## src/rtl/uart_pkg.sv

```systemverilog
// uart_pkg: definitions shared by the UART receiver and the future
// transmitter.
//   uart_state_e : receiver FSM state encoding
//   PAR_*        : parity_mode encodings (2'b11 is treated as none)
package uart_pkg;

  typedef enum logic [2:0] {
    ST_IDLE      = 3'd0,
    ST_START     = 3'd1,
    ST_DATA      = 3'd2,
    ST_PARITY    = 3'd3,
    ST_STOP      = 3'd4,
    ST_WAIT_HIGH = 3'd5
  } uart_state_e;

  localparam logic [1:0] PAR_NONE = 2'b00;
  localparam logic [1:0] PAR_EVEN = 2'b01;
  localparam logic [1:0] PAR_ODD  = 2'b10;

endpackage

```

## src/rtl/uart_sync2.sv

```systemverilog
// uart_sync2: two-flop synchroniser for the asynchronous serial line.
// Both flops reset to 1 so an idle line never looks like a start bit.
//   clk   in  system clock
//   rst_n in  synchronous active-low reset
//   d     in  asynchronous input
//   q     out synchronised output (2-cycle latency)
module uart_sync2 (
  input  logic clk,
  input  logic rst_n,
  input  logic d,
  output logic q
);

  logic meta_q, meta_d;
  logic sync_q, sync_d;

  always_comb begin
    meta_d = d;
    sync_d = meta_q;
  end

  always_ff @(posedge clk) begin
    if (!rst_n) begin
      meta_q <= 1'b1;
      sync_q <= 1'b1;
    end else begin
      meta_q <= meta_d;
      sync_q <= sync_d;
    end
  end

  assign q = sync_q;

endmodule

```

## src/rtl/uart_rx_core.sv

```systemverilog
// uart_rx_core: oversampling UART receiver with false-start rejection,
// optional parity, 1/2 stop bits, framing/overrun detection and a
// valid/ready output handshake.
// Build option: define UART_RX_PARITY_EN to include the PARITY state and
// parity check; otherwise parity_mode is ignored and parity_err is 0.
// Ports:
//   clk, rst_n        clock, synchronous active-low reset
//   rx_clk_en         oversample tick (OVERSAMPLE per bit)
//   rx                serial line, idle high, LSB first
//   rx_en             receiver enable (low aborts frame, forces IDLE)
//   parity_mode       00 none, 01 even, 10 odd, 11 none
//   data_out          received word, held while data_valid
//   data_valid/ready  output handshake
//   parity_err        parity mismatch for held word
//   frame_err         low stop bit for held word
//   overrun_err       one-cycle pulse when a word is dropped
//   busy              FSM not in IDLE
module uart_rx_core
  import uart_pkg::*;
#(
  parameter int unsigned DATA_BITS  = 8,
  parameter int unsigned OVERSAMPLE = 16,
  parameter int unsigned STOP_BITS  = 1
) (
  input  logic                 clk,
  input  logic                 rst_n,
  input  logic                 rx_clk_en,
  input  logic                 rx,
  input  logic                 rx_en,
  input  logic [1:0]           parity_mode,
  output logic [DATA_BITS-1:0] data_out,
  output logic                 data_valid,
  input  logic                 data_ready,
  output logic                 parity_err,
  output logic                 frame_err,
  output logic                 overrun_err,
  output logic                 busy
);

  localparam int unsigned CW = $clog2(OVERSAMPLE);
  localparam int unsigned BW = $clog2(DATA_BITS + 1);
  localparam logic [CW-1:0] HALF_M1   = CW'(OVERSAMPLE / 2 - 1);
  localparam logic [CW-1:0] FULL_M1   = CW'(OVERSAMPLE - 1);
  localparam logic [BW-1:0] LAST_BIT  = BW'(DATA_BITS - 1);
  localparam logic [BW-1:0] LAST_STOP = BW'(STOP_BITS - 1);

  logic rx_s;

  uart_sync2 u_sync (
    .clk   (clk),
    .rst_n (rst_n),
    .d     (rx),
    .q     (rx_s)
  );

  uart_state_e          state_q, state_d;
  logic [CW-1:0]        cnt_q, cnt_d;
  logic [BW-1:0]        bitpos_q, bitpos_d;
  logic [DATA_BITS-1:0] shreg_q, shreg_d;
  logic                 ferr_acc_q, ferr_acc_d;
  logic [DATA_BITS-1:0] data_out_q, data_out_d;
  logic                 data_valid_q, data_valid_d;
  logic                 frame_err_q, frame_err_d;
  logic                 overrun_err_q, overrun_err_d;
  logic                 deliver;
  logic                 accept;
`ifdef UART_RX_PARITY_EN
  logic                 perr_acc_q, perr_acc_d;
  logic                 parity_err_q, parity_err_d;
  logic                 par_on;

  assign par_on = (parity_mode == PAR_EVEN) || (parity_mode == PAR_ODD);
`else
  logic                 unused_parity_mode;

  assign unused_parity_mode = ^parity_mode;
`endif

  always_comb begin
    state_d    = state_q;
    cnt_d      = cnt_q;
    bitpos_d   = bitpos_q;
    shreg_d    = shreg_q;
    ferr_acc_d = ferr_acc_q;
    deliver    = 1'b0;
`ifdef UART_RX_PARITY_EN
    perr_acc_d = perr_acc_q;
`endif

    if (!rx_en) begin
      state_d  = ST_IDLE;
      cnt_d    = '0;
      bitpos_d = '0;
    end else if (rx_clk_en) begin
      case (state_q)
        ST_IDLE: begin
          // The first low sample already counts as tick 0 of the start bit.
          if (!rx_s) begin
            state_d    = ST_START;
            cnt_d      = CW'(1);
            ferr_acc_d = 1'b0;
`ifdef UART_RX_PARITY_EN
            perr_acc_d = 1'b0;
`endif
          end
        end
        ST_START: begin
          if (rx_s) begin
            state_d = ST_IDLE;
            cnt_d   = '0;
          end else if (cnt_q == HALF_M1) begin
            state_d  = ST_DATA;
            cnt_d    = '0;
            bitpos_d = '0;
          end else begin
            cnt_d = cnt_q + CW'(1);
          end
        end
        ST_DATA: begin
          if (cnt_q == FULL_M1) begin
            cnt_d            = '0;
            shreg_d[bitpos_q] = rx_s;
            if (bitpos_q == LAST_BIT) begin
              bitpos_d = '0;
`ifdef UART_RX_PARITY_EN
              state_d  = par_on ? ST_PARITY : ST_STOP;
`else
              state_d  = ST_STOP;
`endif
            end else begin
              bitpos_d = bitpos_q + BW'(1);
            end
          end else begin
            cnt_d = cnt_q + CW'(1);
          end
        end
`ifdef UART_RX_PARITY_EN
        ST_PARITY: begin
          if (cnt_q == FULL_M1) begin
            cnt_d      = '0;
            perr_acc_d = ((^shreg_q) ^ rx_s) != (parity_mode == PAR_ODD);
            state_d    = ST_STOP;
          end else begin
            cnt_d = cnt_q + CW'(1);
          end
        end
`endif
        ST_STOP: begin
          if (cnt_q == FULL_M1) begin
            cnt_d = '0;
            if (!rx_s) ferr_acc_d = 1'b1;
            if (bitpos_q == LAST_STOP) begin
              bitpos_d = '0;
              deliver  = 1'b1;
              state_d  = rx_s ? ST_IDLE : ST_WAIT_HIGH;
            end else begin
              bitpos_d = bitpos_q + BW'(1);
            end
          end else begin
            cnt_d = cnt_q + CW'(1);
          end
        end
        ST_WAIT_HIGH: begin
          if (rx_s) state_d = ST_IDLE;
        end
        default: begin
          state_d = ST_IDLE;
          cnt_d   = '0;
        end
      endcase
    end
  end

  // Delivery sees this cycle's acceptance, so a word arriving in the same
  // cycle the previous one is taken is loaded rather than dropped.
  always_comb begin
    accept        = data_valid_q && data_ready;
    data_out_d    = data_out_q;
    data_valid_d  = data_valid_q;
    frame_err_d   = frame_err_q;
    overrun_err_d = 1'b0;
`ifdef UART_RX_PARITY_EN
    parity_err_d  = parity_err_q;
`endif

    if (accept) begin
      data_valid_d = 1'b0;
      frame_err_d  = 1'b0;
`ifdef UART_RX_PARITY_EN
      parity_err_d = 1'b0;
`endif
    end

    if (deliver) begin
      if (!data_valid_q || accept) begin
        data_out_d   = shreg_q;
        data_valid_d = 1'b1;
        frame_err_d  = ferr_acc_d;
`ifdef UART_RX_PARITY_EN
        parity_err_d = perr_acc_q;
`endif
      end else begin
        overrun_err_d = 1'b1;
      end
    end
  end

  always_ff @(posedge clk) begin
    if (!rst_n) begin
      state_q       <= ST_IDLE;
      cnt_q         <= '0;
      bitpos_q      <= '0;
      shreg_q       <= '0;
      ferr_acc_q    <= 1'b0;
      data_out_q    <= '0;
      data_valid_q  <= 1'b0;
      frame_err_q   <= 1'b0;
      overrun_err_q <= 1'b0;
`ifdef UART_RX_PARITY_EN
      perr_acc_q    <= 1'b0;
      parity_err_q  <= 1'b0;
`endif
    end else begin
      state_q       <= state_d;
      cnt_q         <= cnt_d;
      bitpos_q      <= bitpos_d;
      shreg_q       <= shreg_d;
      ferr_acc_q    <= ferr_acc_d;
      data_out_q    <= data_out_d;
      data_valid_q  <= data_valid_d;
      frame_err_q   <= frame_err_d;
      overrun_err_q <= overrun_err_d;
`ifdef UART_RX_PARITY_EN
      perr_acc_q    <= perr_acc_d;
      parity_err_q  <= parity_err_d;
`endif
    end
  end

  assign data_out    = data_out_q;
  assign data_valid  = data_valid_q;
  assign frame_err   = frame_err_q;
  assign overrun_err = overrun_err_q;
  assign busy        = (state_q != ST_IDLE);
`ifdef UART_RX_PARITY_EN
  assign parity_err  = parity_err_q;
`else
  assign parity_err  = 1'b0;
`endif

endmodule

```

## config.mk

```make
export PLATFORM = sky130hd
export DESIGN_NAME = uart_rx_core
export DESIGN_NICKNAME = d
export VERILOG_FILES = /design/src/rtl/uart_pkg.sv /design/src/rtl/uart_sync2.sv /design/src/rtl/uart_rx_core.sv
export SDC_FILE = /design/constraint.sdc
export NUM_CORES = 1
export LEC_CHECK = 0
export BUFFER_PORTS_ARGS = -buffer_cell sky130_fd_sc_hd__buf_2
export CAP_MARGIN = 5
export CORE_ASPECT_RATIO = 1.2
export CORE_MARGIN = 4
export CORE_UTILIZATION = 35
export CTS_BUF_LIST = sky130_fd_sc_hd__clkbuf_8 sky130_fd_sc_hd__clkbuf_16
export CTS_CLUSTER_DIAMETER = 40
export CTS_CLUSTER_SIZE = 14
export DETAILED_ROUTE_END_ITERATION = 7
export GPL_TIMING_DRIVEN = 1
export PLACE_DENSITY_LB_ADDON = 0.25
export SLEW_MARGIN = 30
export SYNTH_ARGS = -nofsm -noshare
export SYNTH_HDL_FRONTEND = slang
export SYNTH_SLANG_ARGS = --single-unit
```

## constraint.sdc

```tcl
create_clock -name clk -period 4.5 [get_ports clk]
set_input_delay 0.675 -clock clk [delete_from_list [all_inputs] [get_ports clk]]
set_output_delay 0.675 -clock clk [all_outputs]
set_load 0.01 [all_outputs]
```

=== After elaboration in Yosys (flattened, before gate mapping) ===
Cells that the tools add are included.

* Bitwise operators: 1
* $add $sub $neg: 2
* $lt $le $gt $ge: 2
* Reductions and logical operators: 16
* Equal/unequal tests: 16
* Multiplexer cells: 43

{| class="wikitable"
|+ Operators with widths
! operator !! number
|-
| $mux W4 || 10
|-
| $mux W3 || 9
|-
| $mux W1 || 18
|-
| $pmux W4 S4 || 1
|-
| $pmux W3 S5 || 1
|-
| $ne A2 B2 Y1 const B || 7
|-
| $pmux W4 S3 || 1
|-
| $add A4 B1 Y4 const B || 2
|-
| $bwmux W8 || 1
|-
| $eq A4 B3 Y1 const B || 2
|-
| $reduce_and A8 Y1 || 1
|-
| $eq A3 B3 Y1 const B || 2
|-
| $reduce_and A2 Y1 || 3
|-
| $reduce_and A6 Y1 || 1
|-
| $reduce_bool A3 Y1 || 2
|-
| $eq A4 B4 Y1 const B || 1
|-
| $ge A4 B1 Y1 const B || 1
|-
| $logic_not A4 Y1 || 1
|-
| $lt A4 B4 Y1 const B || 1
|-
| $reduce_and A4 Y1 || 1
|-
| $demux W1 S3 || 1
|-
| $eq A3 B1 Y1 const B || 1
|-
| $eq A3 B2 Y1 const B || 1
|-
| $logic_not A3 Y1 || 1
|-
| other kinds (9) || 10
|}

* Input port bits: 8
* Word-level logic and storage cells: 91
* Register bits: 33

=== Depth between registers and ports, before layout ===
Gate-level depths: netlist of the first run.

* Word-level depth: 7
* Mapped depth: 7
* Mapped depth without buffers: 6

=== By module ===
From an unflattened synthesis of the first run, not the netlist that was laid out.

* Cell total of the unflattened synthesis: 209
* Area total of the unflattened synthesis: 1829.3 um^2

{| class="wikitable"
|+ By module, submodules not included
! module !! area each (um^2) !! instances !! seq. area each (um^2) !! cells an instance
|-
| uart_rx_core || 1776.7 || 1 || 620.6 || 205
|-
| uart_sync2 || 52.6 || 1 || 40.0 || 4
|}

=== Worst setup path after synthesis of the first run ===
Ideal clock, no wire load.

* Path kind: flip-flop to flip-flop
* Start point: reg bitpos_q[0]
* End point: reg frame_err_q, in the netlist frame_err
* Clock period less this slack: 2008 ps
* Setup slack: 2492 ps
* Cell stages (with the launch flop): 8
* Library setup time: 126 ps
* Arrival: 1882 ps
* Required time: 4374 ps
* Buffers on the path: 1
* Cells stage by stage: dfxtp_1 inv_1 ha_1 or3b_2 or4_4 buf_6 o2111ai_2 o41ai_1

* Longest elaborated chain between the ends: 7

{| class="wikitable"
|+ RTL lines
! what !! line !! source
|-
| start, declared || uart_rx_core.sv:58 || <nowiki>logic [BW-1:0] bitpos_q, bitpos_d;</nowiki>
|-
| start signal, assigned || uart_rx_core.sv:226 || <nowiki>bitpos_q <= bitpos_d;</nowiki>
|-
| $logic_not A4 Y1 || uart_rx_core.sv:152 || <nowiki>if (bitpos_q == LAST_STOP) begin</nowiki>
|-
| $mux W1 || uart_rx_core.sv:152 ||
|-
| $mux W1 || uart_rx_core.sv:149 || <nowiki>if (cnt_q == FULL_M1) begin</nowiki>
|-
| $mux W1 || uart_rx_core.sv:95 || <nowiki>case (state_q)</nowiki>
|-
| $mux W1 || uart_rx_core.sv:94 || <nowiki>end else if (rx_clk_en) begin</nowiki>
|-
| $mux W1 || uart_rx_core.sv:90 || <nowiki>if (!rx_en) begin</nowiki>
|-
| $mux W1 || uart_rx_core.sv:194 || <nowiki>if (deliver) begin</nowiki>
|-
| end signal, assigned || uart_rx_core.sv:231 || <nowiki>frame_err_q <= frame_err_d;</nowiki>
|-
| end, declared || uart_rx_core.sv:63 || <nowiki>logic frame_err_q, frame_err_d;</nowiki>
|}

Every way passes these cells.
A chain may end at the register's enable or synchronous reset.

=== Worst setup path after layout of the first run ===
* Start point: reg cnt_q[0]
* End point: reg frame_err_q, in the netlist frame_err

* Longest elaborated chain between the ends: 7
* Elaborated cells on any way between the ends: 11
* Those cells by class: eq/ne: 1; mux: 10

{| class="wikitable"
|+ RTL lines
! what !! line !! source
|-
| start, declared || uart_rx_core.sv:57 || <nowiki>logic [CW-1:0] cnt_q, cnt_d;</nowiki>
|-
| start signal, assigned || uart_rx_core.sv:225 || <nowiki>cnt_q <= cnt_d;</nowiki>
|-
| $eq A4 B4 Y1 * || uart_rx_core.sv:149 ||
|-
| $mux W1 || uart_rx_core.sv:149 ||
|-
| $pmux W1 S2 || uart_rx_core.sv:95 ||
|-
| $mux W1 || uart_rx_core.sv:94 ||
|-
| $mux W1 || uart_rx_core.sv:90 ||
|-
| $mux W1 || uart_rx_core.sv:195 || <nowiki>if (!data_valid_q || accept) begin</nowiki>
|-
| $mux W1 * || uart_rx_core.sv:194 ||
|}

Every way passes the cells marked *; elsewhere a longest branch is shown, timed or not.

==> flow_summary.json, run 1 <==
{
  "gr-total-overflow": 0,
  "start_util_pct": 36.8,
  "period_minus_slack_ps": 2280,
  "synth_xor_area_share_pct": 0.475,
  "ys_ff_latch": 33,
  "worstPathCellList": "ha_1, nand3_1, or4_4, o41ai_1",
  "syn_avg_cell_area_um2": 8.49,
  "cts_tree": "yes",
  "fmax_ghz": 0.439,
  "p_per_area_nw_per_um2": 297,
  "muxShareOfSynthArea_pct": 3.80,
  "critPathTopFamily": "simple AND/OR/NAND/NOR gates",
  "wl_per_cell_um": 13.5,
  "slew_headroom_pct": 50.1,
  "yosys_warnings": 0,
  "timing.hold.worst.start": "u_sync.meta_q$_SDFF_PN1_",
  "io_pins": 21,
  "hold_path_class": "reg -> reg",
  "ys_seq_area_share_pct": 35.8,
  "cp.arrival_ps": 2460,
  "drv_slew": 0,
  "dp_hpwl_mm": 2.64,
  "cts_buffer_depth": 2,
  "cts_setup_buffers": 0,
  "reg2reg_depth": 4,
  "final_common_cell": "dfxtp_1",
  "die_y_um": 87.5,
  "vias": 1581,
  "synthCells": 217,
  "syn-cell-area_um2": 1840,
  "drt_iter0_drc": 76,
  "grtUsageTotal_pct": 12.6,
  "hold_end": "u_sync.q$_SDFF_PN1_",
  "hold_ws_ps": 408,
  "drv_cap": 0,
  "antenna_found_initial": 0,
  "tns_ps": 0,
  "ant_nets": 0,
  "path_class": "reg -> reg",
  "drive_above_1_share_pct": 14.3,
  "async_reset_ff_share_pct": 0,
  "io_buffer_count": 17,
  "antenna_cells": 0,
  "end_kind": "flop",
  "rsz0062_at_grt": "false",
  "final_cell_mix": "dfxtp_1 (33), a21oi_1 (17), buf_2 (17), nand3_1 (15), nor2_1 (13)",
  "via_per_inst": 5.59,
  "grt_start_max_net_pins": 19,
  "crit_buf_inv": 0,
  "cp_max_fo": 12,
  "fin_worst_skew_ps": 5.63,
  "area_growth_pct": 9.84,
  "coreArea_um2": 5010,
  "critical-path-slowest-cell": "or4_4",
  "grt_pass1_vias": 1357,
  "nNetsFinal": 234,
  "synthSimpleGateAreaFrac_pct": 30.8,
  "r2r-start": "cnt_q[0]$_SDFFE_PN0P_",
  "min_path_cells": 1,
  "cts-htree-levels": 2,
  "post-route-period-util_pct": 50.6,
  "vdd_drop_max_v": 0.000122,
  "synthFlopType": "dfxtp_1",
  "clk_latency_ps": 280,
  "gp_congestion": 0.775,
  "synth_edf_count": 0,
  "cpPeakStageDelay_ps": 740,
  "wl_mm": 3.83,
  "numCtsBuffers": 5,
  "rrSetupSlack_ps": 2220,
  "synth_top_family_by_area": "simple AND/OR/NAND/NOR gates",
  "clkSinkCount": 33,
  "required_ps": 4680,
  "tightest_slew_ps": 746,
  "synth_compound_area_share_pct": 19.6,
  "die_x_um": 74.2,
  "clk_pin_slew_ps": 70,
  "cts_resized": 0,
  "start_kind": "flop",
  "cts_root_buf": "clkbuf_8",
  "ctsHoldBuffers": 0,
  "die_area_um2": 6500,
  "outcome": "finished clean",
  "grt_pass1_wl_mm": 6.29,
  "std_cell_rows": 28,
  "first_pass_iters": 4,
  "hold_viol": 0,
  "setup_viol": 0,
  "leakage_nw": 0.657,
  "drc": 0,
  "syn_nets": 229,
  "ys_types": 59,
  "yosys.area_share.adder_pct": 2.72,
  "r2r_end": "frame_err$_SDFF_PN0_"
}
## metal layers
metal | share of wire [%] | track usage, %
met5 | 0 | 0
met3 | 4.7 | 3.81
met2 | 45 | 20.1
met1 | 49 | 15.5
met4 | 1.5 | 5.83
## Yosys cell counts (2+ instances only)
cell | number | area share (%)
and3_1 | 2 | 0.68
or3b_1 | 2 | 0.95
nand2_1 | 9 | 1.8
or4_1 | 4 | 1.6
clkbuf_1 | 10 | 2.0
nand2b_1 | 3 | 1.0
nor4_1 | 7 | 2.4
buf_6 | 2 | 1.2
a31oi_1 | 2 | 0.68
buf_1 | 2 | 0.41
o31ai_1 | 4 | 1.6
o21ai_0 | 2 | 0.54
ha_1 | 4 | 2.7
or4bb_1 | 3 | 1.8
o21ai_1 | 12 | 3.3
or3_1 | 3 | 1.0
nor2b_1 | 2 | 0.68
buf_2 | 4 | 1.1
nor2_1 | 13 | 2.6
dfxtp_1 | 33 | 36
or4b_2 | 2 | 1.1
a211oi_1 | 2 | 0.81
nand3_1 | 15 | 4.1
o41ai_1 | 2 | 0.95
nand3b_1 | 3 | 1.2
or4b_1 | 2 | 1.1
nand4_1 | 4 | 1.4
a21oi_1 | 17 | 4.6
mux2i_1 | 7 | 3.8
inv_1 | 6 | 1.2
nor3_1 | 6 | 1.6
## report_power, final
group          switching (mW)  leakage, nW  internal, mW  total (mW)
Combinational          0.0133        0.329       0.00606      0.0193
Clock                   0.108       0.0626         0.178       0.286
Sequential            0.00227        0.266         0.293       0.295
Total                   0.124        0.657         0.477       0.601
## kinds of logic (layout without fill, tap and decap cells)
family          after synthesis  count (layout)
xor+xnor                      1               1
compound gates               55              55
other cells                   1               1
buf+inv                      26              32
fa+ha+maj                     4               4
simple gates                 90              90
flops                        33              33
mux                           7               7
## registers in the layout, summed over array words and instances (netlist names)
| signal | count |
|---|---|
| data_out | 8 |
| shreg_q | 8 |
| bitpos_q | 4 |
| cnt_q | 4 |
| state_q | 3 |
| data_valid | 1 |
| ferr_acc_q | 1 |
| frame_err | 1 |
| overrun_err | 1 |
| u_sync.meta_q | 1 |
| u_sync.q | 1 |
## stage by stage
stage                     worst slack, ps  instance area [um^2]  power [mW]  util, %  instances
after global placement               2190                  1910       0.322     38.1        275
after CTS                            2210                  2020       0.610     40.4        283
after global routing                 2080                  2020       0.624     40.4        283
after detailed placement             2200                  1910       0.322     38.1        275
after floorplan                      2490                  1840       0.315        -        217
final                                2220                  2020       0.601     40.4        283
## cell type report
type | count | area (um^2)
Timing Repair Buffer | 17 | 85.1
Tap cell | 60 | 75.1
Clock buffer | 6 | 82.6
Clock inverter | 2 | 33.8
Inverter | 7 | 26.3
Multi-Input combinational cell | 158 | 1060
Sequential cell | 33 | 661
Fill cell | 525 | 2990
## worst max path at each step
stage                        startpoint                   end  slack [ps]  cells past startpoint
6_report          cnt_q[0]$_SDFFE_PN0P_  frame_err$_SDFF_PN0_        2220                      4
5_1_grt           cnt_q[0]$_SDFFE_PN0P_  frame_err$_SDFF_PN0_        2080                      5
4_1_cts           cnt_q[0]$_SDFFE_PN0P_  frame_err$_SDFF_PN0_        2210                      4
3_5_place_dp                  rx_clk_en  frame_err$_SDFF_PN0_        2200                      5
3_3_place_gp                  rx_clk_en  frame_err$_SDFF_PN0_        2190                      4
2_1_floorplan  bitpos_q[0]$_SDFFE_PN0P_  frame_err$_SDFF_PN0_        2490                      7
No activity file was read; power rests on OpenSTA's default activity.
==> inputs of run 2 (changes only) <==
Clock period 4.5 ns to 2.02 ns, I/O delays scaled along.
==> flow_summary.json, run 2 (synthesized netlist as in run 1, its figures left out) <==
{
  "outcome": "finished clean",
  "leakage_nw": 0.742,
  "wl_mm": 4.29,
  "antenna_found_initial": 0,
  "tightest_slew_ps": 600,
  "die_y_um": 87.5,
  "fin_worst_skew_ps": 8.30,
  "cts_root_buf": "clkbuf_8",
  "slew_headroom_pct": 60.0,
  "first_pass_iters": 4,
  "finalNonFillerCells": 303,
  "grt_pass1_wl_mm": 7.34,
  "setup_viol": 0,
  "stdcell_area_um2": 2180,
  "hold_ws_ps": 203,
  "p_per_area_nw_per_um2": 542,
  "clk_latency_ps": 280,
  "cp_max_fo": 6,
  "cts_buffer_depth": 2,
  "via_per_inst": 5.55,
  "setup_ws_ps": 44.0,
  "pre_cts_slack_ps": 66.3,
  "grt_start_max_net_pins": 19,
  "die_x_um": 74.2,
  "io_pins": 21,
  "cp.arrival_ps": 2160,
  "hold_path_class": "in -> reg",
  "die_area_um2": 6500,
  "drv_slew": 0,
  "drv_cap": 0,
  "vdd_drop_max_v": 0.000239,
  "numCtsBuffers": 5,
  "post-route-period-util_pct": 97.8,
  "clk_pin_slew_ps": 70,
  "std_cell_rows": 28,
  "power_mw": 1.18,
  "ant_nets": 0,
  "dpl.cell_count": 293,
  "gp_congestion": 0.779,
  "clkSinkCount": 33,
  "fmax_ghz": 0.506,
  "final_util_pct": 43.5,
  "io_buffer_count": 17,
  "path_class": "reg -> reg",
  "end_kind": "flop",
  "gr-total-overflow": 0,
  "hold_viol": 0,
  "cts-htree-levels": 2,
  "rsz0062_at_grt": "true",
  "cts_tree": "yes",
  "start_util_pct": 36.8,
  "drive_above_1_share_pct": 23.5,
  "area_growth_pct": 18.2,
  "final_cell_mix": "dfxtp_1 (33), buf_4 (19), a21oi_1 (17), buf_2 (17), nand3_1 (15)",
  "wl_per_cell_um": 14.2,
  "tns_ps": 0,
  "grtUsageTotal_pct": 14.3,
  "start_kind": "flop",
  "ctsHoldBuffers": 0,
  "drc": 0,
  "vias": 1681,
  "required_ps": 2200,
  "grt_pass1_vias": 1537,
  "drt_iter0_drc": 69,
  "placed_area_um2": 2040,
  "final_common_cell": "dfxtp_1",
  "dp_hpwl_mm": 3.02,
  "coreArea_um2": 5010,
  "nNetsFinal": 254,
  "period_minus_slack_ps": 1980,
  "antenna_cells": 0
}
## run 2: cell count changes in the layout (fill, tap and decap cells not counted)
| cell | previous run | this run |
|---|---|---|
| buf_4 | 0 | 19 |
| bufinv_16 | 1 | 0 |
| clkbuf_8 | 6 | 5 |
| clkinv_2 | 0 | 2 |
| nor4_1 | 7 | 3 |
| nor4_2 | 0 | 4 |
| nor4bb_1 | 1 | 0 |
| nor4bb_2 | 0 | 1 |
| or3b_2 | 1 | 0 |
| or3b_4 | 0 | 1 |
| or4_4 | 1 | 2 |
## run 2: final timing paths
path / depth (start not counted) / from / endpoint / slack [ps]
setup / recovery: 5 / bitpos_q[0]$_SDFFE_PN0P_ / frame_err$_SDFF_PN0_ / 40
hold / removal: 2 / rx / u_sync.meta_q$_SDFF_PN1_ / 200
setup reg to reg: 5 / bitpos_q[0]$_SDFFE_PN0P_ / frame_err$_SDFF_PN0_ / 40
hold reg to reg: 1 / u_sync.meta_q$_SDFF_PN1_ / u_sync.q$_SDFF_PN1_ / 410
## run 2: repair_timing
action	in CTS	in global routing
setup endpoints to repair	0	9
resized for setup	0	7
setup buffers	0	1
## run 2: power breakdown
group | switching [mW] | leakage (nW) | total (mW) | internal, mW
Clock | 0.239 | 0.0491 | 0.472 | 0.234
Sequential | 0.00217 | 0.266 | 0.655 | 0.653
Combinational | 0.0355 | 0.426 | 0.0522 | 0.0167
Total | 0.276 | 0.742 | 1.18 | 0.903
## run 2: area by class of cell
class                   count  area (um^2)
clock buffers               5         68.8
clock inverters             3         13.8
fillers                   531         2830
inverters                   7         26.3
multi-input cells         159         1110
flip-flops and latches     33          661
well taps                  60         75.1
repair buffers             36          228
## run 2: worst max-delay path: stages, from the launching register on
cell and delay [ps]:
dfxtp_1 310, inv_1 70, ha_1 150, or3b_4 400, or4_4 600, o41ai_1 350
## run 2: per-layer routing
| metal | track usage [%] | routed length (um) |
|---|---|---|
| met5 | 0 | 0 |
| met4 | 5.50 | 70 |
| met3 | 2.89 | 126 |
| met2 | 23.5 | 1990 |
| met1 | 18.2 | 2100 |
